$ cat src/rtl/mem_bist.sv
// mem_bist: four-phase march BIST (write A up, verify A up, write ~A down, verify ~A down).
// First-failure capture of fail_addr/fail_data is built only when MEM_BIST_FAIL_LOG_EN is defined.
module mem_bist #(
  parameter int unsigned ADDR_WIDTH   = 13,
  parameter int unsigned DATA_WIDTH   = 64,
  parameter int unsigned READ_LATENCY = 1
) (
  input  logic                  clock,
  input  logic                  reset,
  input  logic                  start,
  output logic                  busy,
  output logic                  done,
  output logic                  pass,
  output logic [15:0]           err_count,
  output logic [ADDR_WIDTH-1:0] fail_addr,
  output logic [DATA_WIDTH-1:0] fail_data,
  output logic [ADDR_WIDTH-1:0] mem_address,
  output logic [DATA_WIDTH-1:0] mem_data,
  output logic                  mem_wren,
  input  logic [DATA_WIDTH-1:0] mem_q
);
  localparam int unsigned STEP_WIDTH = ADDR_WIDTH + 2;
  localparam int unsigned DEPTH      = 1 << ADDR_WIDTH;
  localparam logic [STEP_WIDTH-1:0] LAST_WR = STEP_WIDTH'(DEPTH - 1);
  localparam logic [STEP_WIDTH-1:0] LAST_RD = STEP_WIDTH'(DEPTH + READ_LATENCY - 1);

  typedef enum logic [2:0] {IDLE, WR_A, RD_A, WR_B, RD_B, DONE} state_t;

  state_t                  state, state_nxt;
  logic [STEP_WIDTH-1:0]   step, step_nxt;
  logic [ADDR_WIDTH-1:0]   addr_c;
  logic [DATA_WIDTH-1:0]   data_c;
  logic                    wren_c, issue_c, invert_c;
  logic                    rd_issue;
  logic                    start_run_c, finish_c, mismatch_c;
  logic [READ_LATENCY-1:0] pipe_valid;
  logic [DATA_WIDTH-1:0]   pipe_exp [READ_LATENCY];

  // Address bits replicated from bit 0 upward, truncated at the top.
  function automatic logic [DATA_WIDTH-1:0] pattern_a(input logic [ADDR_WIDTH-1:0] a);
    logic [DATA_WIDTH-1:0] p;
    for (int i = 0; i < DATA_WIDTH; i++) p[i] = a[i % ADDR_WIDTH];
    return p;
  endfunction

  always_ff @(posedge clock) begin
    if (reset) begin
      state <= IDLE;
      step  <= '0;
    end else begin
      state <= state_nxt;
      step  <= step_nxt;
    end
  end

  always_comb begin
    state_nxt = state;
    step_nxt  = step + STEP_WIDTH'(1);
    case (state)
      IDLE, DONE: begin
        step_nxt = '0;
        if (start) state_nxt = WR_A;
      end
      WR_A: if (step == LAST_WR) begin state_nxt = RD_A; step_nxt = '0; end
      RD_A: if (step == LAST_RD) begin state_nxt = WR_B; step_nxt = '0; end
      WR_B: if (step == LAST_WR) begin state_nxt = RD_B; step_nxt = '0; end
      RD_B: if (step == LAST_RD) begin state_nxt = DONE; step_nxt = '0; end
      default: begin state_nxt = IDLE; step_nxt = '0; end
    endcase
  end

  // Memory-side controls for the upcoming cycle; descending phases use the complemented step.
  always_comb begin
    addr_c   = step_nxt[ADDR_WIDTH-1:0];
    wren_c   = 1'b0;
    issue_c  = 1'b0;
    invert_c = 1'b0;
    case (state_nxt)
      WR_A: wren_c = 1'b1;
      RD_A: issue_c = (step_nxt[STEP_WIDTH-1:ADDR_WIDTH] == '0);
      WR_B: begin
        wren_c   = 1'b1;
        invert_c = 1'b1;
        addr_c   = ~step_nxt[ADDR_WIDTH-1:0];
      end
      RD_B: begin
        issue_c  = (step_nxt[STEP_WIDTH-1:ADDR_WIDTH] == '0);
        invert_c = 1'b1;
        addr_c   = ~step_nxt[ADDR_WIDTH-1:0];
      end
      default: ;
    endcase
    data_c = pattern_a(addr_c) ^ {DATA_WIDTH{invert_c}};
  end

  always_ff @(posedge clock) begin
    if (reset) begin
      mem_address <= '0;
      mem_data    <= '0;
      mem_wren    <= 1'b0;
      rd_issue    <= 1'b0;
    end else begin
      mem_address <= addr_c;
      mem_data    <= data_c;
      mem_wren    <= wren_c;
      rd_issue    <= issue_c;
    end
  end

  // Read pipe: mem_data holds the expected word while a read is presented.
  always_ff @(posedge clock) begin
    if (reset) begin
      pipe_valid <= '0;
    end else begin
      pipe_valid[0] <= rd_issue;
      for (int i = 1; i < READ_LATENCY; i++) pipe_valid[i] <= pipe_valid[i-1];
    end
  end

  always_ff @(posedge clock) begin
    pipe_exp[0] <= mem_data;
    for (int i = 1; i < READ_LATENCY; i++) pipe_exp[i] <= pipe_exp[i-1];
  end

  assign start_run_c = ((state == IDLE) || (state == DONE)) && start;
  assign finish_c    = (state == RD_B) && (state_nxt == DONE);
  assign mismatch_c  = pipe_valid[READ_LATENCY-1] && (mem_q != pipe_exp[READ_LATENCY-1]);

  always_ff @(posedge clock) begin
    if (reset) begin
      busy      <= 1'b0;
      done      <= 1'b0;
      pass      <= 1'b0;
      err_count <= '0;
    end else if (start_run_c) begin
      busy      <= 1'b1;
      done      <= 1'b0;
      pass      <= 1'b0;
      err_count <= '0;
    end else begin
      if (mismatch_c && (err_count != 16'hFFFF)) err_count <= err_count + 16'd1;
      if (finish_c) begin
        busy <= 1'b0;
        done <= 1'b1;
        pass <= (err_count == 16'd0) && !mismatch_c;
      end
    end
  end

`ifdef MEM_BIST_FAIL_LOG_EN
  logic                  fail_seen;
  logic [ADDR_WIDTH-1:0] pipe_addr [READ_LATENCY];

  always_ff @(posedge clock) begin
    pipe_addr[0] <= mem_address;
    for (int i = 1; i < READ_LATENCY; i++) pipe_addr[i] <= pipe_addr[i-1];
  end

  always_ff @(posedge clock) begin
    if (reset || start_run_c) begin
      fail_seen <= 1'b0;
      fail_addr <= '0;
      fail_data <= '0;
    end else if (mismatch_c && !fail_seen) begin
      fail_seen <= 1'b1;
      fail_addr <= pipe_addr[READ_LATENCY-1];
      fail_data <= mem_q;
    end
  end
`else
  assign fail_addr = '0;
  assign fail_data = '0;
`endif

endmodule

$ cat config.mk
export PLATFORM = sky130hd
export DESIGN_NAME = mem_bist
export DESIGN_NICKNAME = d
export VERILOG_FILES = /design/src/rtl/mem_bist.sv
export SDC_FILE = /design/constraint.sdc
export NUM_CORES = 1
export LEC_CHECK = 0
export CORE_MARGIN = 3
export CORE_UTILIZATION = 60
export DETAILED_ROUTE_END_ITERATION = 6
export DONT_BUFFER_PORTS = 1
export PLACE_DENSITY = 0.79
export RECOVER_POWER = 100
export SLEW_MARGIN = 20
export SYNTH_ARGS = -nofsm -noshare
export SYNTH_HDL_FRONTEND = slang
export SYNTH_SLANG_ARGS = --single-unit
$ cat constraint.sdc
create_clock -name clock -period 4.3 [get_ports clock]
set_input_delay 0.86 -clock clock [delete_from_list [all_inputs] [get_ports clock]]
set_output_delay 0.86 -clock clock [all_outputs]
set_load 0.03 [all_outputs]
# Word level (Yosys, flattened, before mapping)
# Memories as Yosys holds them, arrays and structs flattened.
# Index checks and enable logic that the tools add are counted.
# word_totals
ramBits,64
elab_cells,64
regBits,117
memories,1
# op_classes
eq_ne,14
reduce_logical,19
add_sub_neg,2
n_mux,14
bitwise,3
# memory_table
name,words,width,rd,rd_ports_with_merged_regs,wr,line,source
pipe_exp,1,64,1,0,1,37,logic [DATA_WIDTH-1:0] pipe_exp [READ_LATENCY];
# op_table
op,n
$ne A64 B64 Y1,1
$xor A64 B64 Y64,1
$mux W15,2
$pmux W15 S2,1
$add A16 B1 Y16 const B,1
$logic_not A16 Y1,1
$ne A16 B16 Y1 const B,1
$reduce_or A2 Y1,8
$add A15 B1 Y15 const B,1
$eq A15 B13 Y1 const B,1
$eq A15 B14 Y1 const B,1
$mux W3,5
$pmux W3 S5,1
$mux W13,1
$not A13 Y13,1
$eq A3 B2 Y1 const B,4
$eq A3 B3 Y1 const B,4
$eq A3 B1 Y1 const B,2
$logic_and A1 B1 Y1,5
$mux W1,4
$logic_not A3 Y1,1
$logic_not A2 Y1,1
$reduce_bool A2 Y1,1
$logic_not A1 Y1,1
2 further kinds,2

# Depth between registers and ports, before layout
# logic_depth
ltp_word,7
depth_mapped,11
depth_no_buf,9

# Worst setup path after synthesis
# Ideal clock, no wire load.
# synth_path
path_kind,input -> register
start,input port mem_q[19]
end,register pass
cell_stages,7
t_arrival_ns,2.731
n_path_buf,0
slack_ns,1.498
setup_time_ns,0.071
cell_sequence,or4_1 > a211oi_1 > nand4_1 > nor4_2 > nor2b_1 > or4_1 > a21oi_1
# synth_between
elab_chain_len,4
# synth_rtl
element,line,source
"start, declared",20,input logic [DATA_WIDTH-1:0] mem_q
$ne A64 B64 Y1,127,assign mismatch_c = pipe_valid[READ_LATENCY-1] && (mem_q != pipe_exp[READ_LATENCY-1]);
$logic_and A1 B1 Y1,127,
$logic_not A1 Y1,145,pass <= (err_count == 16'd0) && !mismatch_c;
$logic_and A1 B1 Y1,145,
"end signal, assigned",145,
"end, declared",13,"output logic pass,"
# No other way between the ends.
# A chain may end at the register's enable or synchronous reset.

# Worst setup path after layout
# layout_path
start,register step[11]
end,register mem_data[54]
# layout_between
elab_chain_len,7
elab_cells_between_ends,17
cone_classes,eq/ne (4); mux (10); bitwise (2); reduce/logical (1)
# layout_rtl
element,line,source
"start, declared",30,"logic [STEP_WIDTH-1:0] step, step_nxt;"
"start signal, assigned",52,step <= step_nxt;
$eq A15 B14 Y1 or $eq A15 B13 Y1 (tied branches),n/a,
$mux W3 (on tied branches),n/a,
$pmux W3 S5,59,case (state)
$eq A3 B3 Y1 or $eq A3 B2 Y1 (tied branches),78,case (state_nxt)
$reduce_or A2 Y1 (no line),n/a,
$mux W13 or $mux W1 (tied branches),n/a,
$xor A64 B64 Y64 *,93,data_c = pattern_a(addr_c) ^ {DATA_WIDTH{invert_c}};
"end signal, assigned",104,mem_data <= data_c;
"end, declared",18,"output logic [DATA_WIDTH-1:0] mem_data,"
# Mark *: on every way between the ends. The rest lies on a longest branch, timed or not.

==> flow_metrics.tcl <==
set metrics [dict create \
    status "finished with violations" \
    violations "capacitance limit, slew limit" \
    finalSetupTns_ps 0 \
    numCtsBuffers 9 \
    cp_max_fo 26 \
    ys_seq_area_share_pct 34.2 \
    initial_utilization_pct 64.2 \
    regToRegSetupSlack_ps 1010 \
    place_ws_ps 1020 \
    max_cap_viol_count 9 \
    drt_wl_total_mm 10.6 \
    startpoint "step[11]" \
    cts_max_level 3 \
    drc 0 \
    grt_pass1_vias 3191 \
    drt_pass1_iterations 4 \
    area_growth_pct -9.52 \
    vias_per_cell 5.46 \
    maxSlewHeadroom_pct -21.2 \
    cts.clk_slew.worst_paths_ps 80 \
    p_leak_nw 1.62 \
    hold_violations 0 \
    netlist_top_cells_area "dfxtp_1, buf_4, xor2_1, nor2_1, xnor2_1" \
    ys_seq_elements 77 \
    gp_congestion 0.870 \
    worst_r2r_path_depth 6 \
    io_buffers 0 \
    synth_top_cell_area_share_pct 34.2 \
    worstMarginPinSlew_ps 1820 \
    final_util_pct 58.1 \
    synth_ff_type "dfxtp_1" \
    vias 3240 \
    fin_cells 593 \
    cts_resized 0 \
    coreArea_um2 7020 \
    die_area_um2 8590 \
    rows 30 \
    worstPathArrival_ps 3510 \
    syn-cell-area_um2 4510 \
    post-place-cells 577 \
    overflow 0 \
    grt_pass1_wl_mm 16.2 \
    synth_edf_count 0 \
    drtIter0Drc 170 \
    hold_buffers 0 \
    skew_ps 10.0 \
    slew_violations 18 \
    end_kind "flip-flop" \
    synth_cells 547 \
    min_path_type "reg -> reg" \
    grt_max_degree 27 \
    criticalPathCategory "reg -> reg" \
    cts_buffer_depth 2 \
    cts_tree "done" \
    cp_data_required_time_ps 4520 \
    clk_latency_ps 350 \
    ir_drop_mv 0.194 \
    clkSinkCount 77 \
    setup_ws_ps 1010 \
    rsz0062_at_grt "false" \
    fin_nets 563 \
    crit_path_start_kind "flip-flop" \
    fmax_ghz 0.304 \
    postCtsSetupRepairBufs 0 \
    die_height_um 92.7 \
    crit_path_end "mem_data[54]" \
    grt_usage_pct 24.3 \
    routedWlPerCell_um 17.9 \
    async_flop_share_pct 0 \
    synth_area_leader_cell "dfxtp_1" \
    synth.avg_cell_area_um2 8.24 \
    r2r_end "mem_data[54]" \
    r2r-start "step[11]" \
    diodes 0 \
    die_w_um 92.7 \
    post-route-min-period_ps 3290 \
    ant_nets 0 \
    holdWs_ps 446 \
    setup_violations 0 \
    io_pins 241 \
    layout-drive-gt1-share_pct 4.23 \
    ys_warn_count 0 \
    root_buffer "clkbuf_8" \
    fin_crit_sh_pct 76.5 \
    powerDensity_nw_per_um2 342 \
    antenna_found_initial 0 \
    hpwl_mm 8.43 \
    synth_cell_type_count 43 \
]
[flip-flops by register name, summed over array words and instances, names as in the netlist]
name and flops:
err_count 16, step 15, mem_address 13, pipe_exp 13, mem_data 11, state 3
busy 1, done 1, mem_wren 1, pass 1, pipe_valid 1, rd_issue 1
[per-stage QoR]
step / total power, mW / instance area (µm²)
floorplan: 0.937 / 4790
global placement: 0.885 / 3930
detailed placement: 0.887 / 3930
CTS: 1.41 / 4120
global route: 1.45 / 4080
finish: 1.40 / 4080
[area by class of cell]
type | count | area (µm²)
Fill cell | 628 | 2940
Clock buffer | 9 | 124
Multi-Input combinational cell | 386 | 2160
Sequential cell | 77 | 1540
Timing Repair Buffer | 6 | 26.3
Inverter | 12 | 45.0
Clock inverter | 7 | 66.3
Tap cell | 96 | 120
[cell usage after synthesis (2+ instances only)]
library cell	n
inv_1	12
buf_4	130
o21ai_1	2
a21oi_1	26
clkbuf_1	16
nor3_1	18
nor2b_1	2
nor4b_1	4
xor2_1	37
buf_2	2
or3_1	13
a31o_1	2
xnor2_1	15
nand3_1	18
a21o_1	3
ha_1	4
a22oi_1	2
o22ai_1	4
dfxtp_1	77
and4_1	2
o21a_1	2
o21ai_0	16
nor4_1	14
or4_1	9
nand2b_1	2
nand2_1	22
nand4_1	12
nor2_1	53
and3_1	14
[how the worst min path moves through the flow]
stage             start          to  slack [ps]  cells past startpoint
2_1_floorplan  rd_issue  pipe_valid         410                      1
3_3_place_gp   rd_issue  pipe_valid         430                      1
3_5_place_dp   rd_issue  pipe_valid         440                      1
4_1_cts        rd_issue  pipe_valid         450                      1
5_1_grt        rd_issue  pipe_valid         470                      1
6_report       rd_issue  pipe_valid         450                      1
[power breakdown]
part	internal, mW	total, mW	switching (mW)
clock network	0.265	0.524	0.259
logic	0.0188	0.142	0.123
registers	0.718	0.730	0.0126
[critical path: stages, from the launching register on]
cell and delay (ps):
dfxtp_2 920, nand4_1 250, nor4_1 440, o31a_1 410, clkbuf_1 500, or2_2 520
nor2_1 110
[layout by cell type (no fill, tap or decap), drive strengths merged, types with 12 or more instances in the layout]
master,netlist,layout
xnor2,15,15
conb,1,77
clkbuf,16,14
and3,14,14
nand3,18,18
nand4,12,12
inv,12,12
o21ai,18,18
nor2,53,53
nor4,15,15
or3,13,13
xor2,37,37
a21oi,26,26
nor3,18,18
nand2,22,22
dfxtp,77,77
[cells by family (layout without fill, tap and decap cells)]
logic type	count (synthesis)	in the layout	share of synthesized area [%]
muxes	1	1	0.222
xor gates and xnor gates	52	52	10.1
adders and majority gates	4	4	1.11
buffers and inverters	160	34	24.2
other	1	77	0.0832
AOI/OAI and AO/OA	65	65	8.57
DFF	77	77	34.2
and+or+nand+nor	187	187	21.5
[metal layers]
layer | up-vias | global-route usage (%) | part of all wire [%]
li1 | 1547 | - | -
met1 | 1553 | 27.4 | 39
met2 | 128 | 43.6 | 53
met3 | 12 | 7.31 | 7.8
met4 | 0 | 8.06 | 0.90
met5 | - | 0 | 0
No activity file was read; power rests on OpenSTA's default activity.
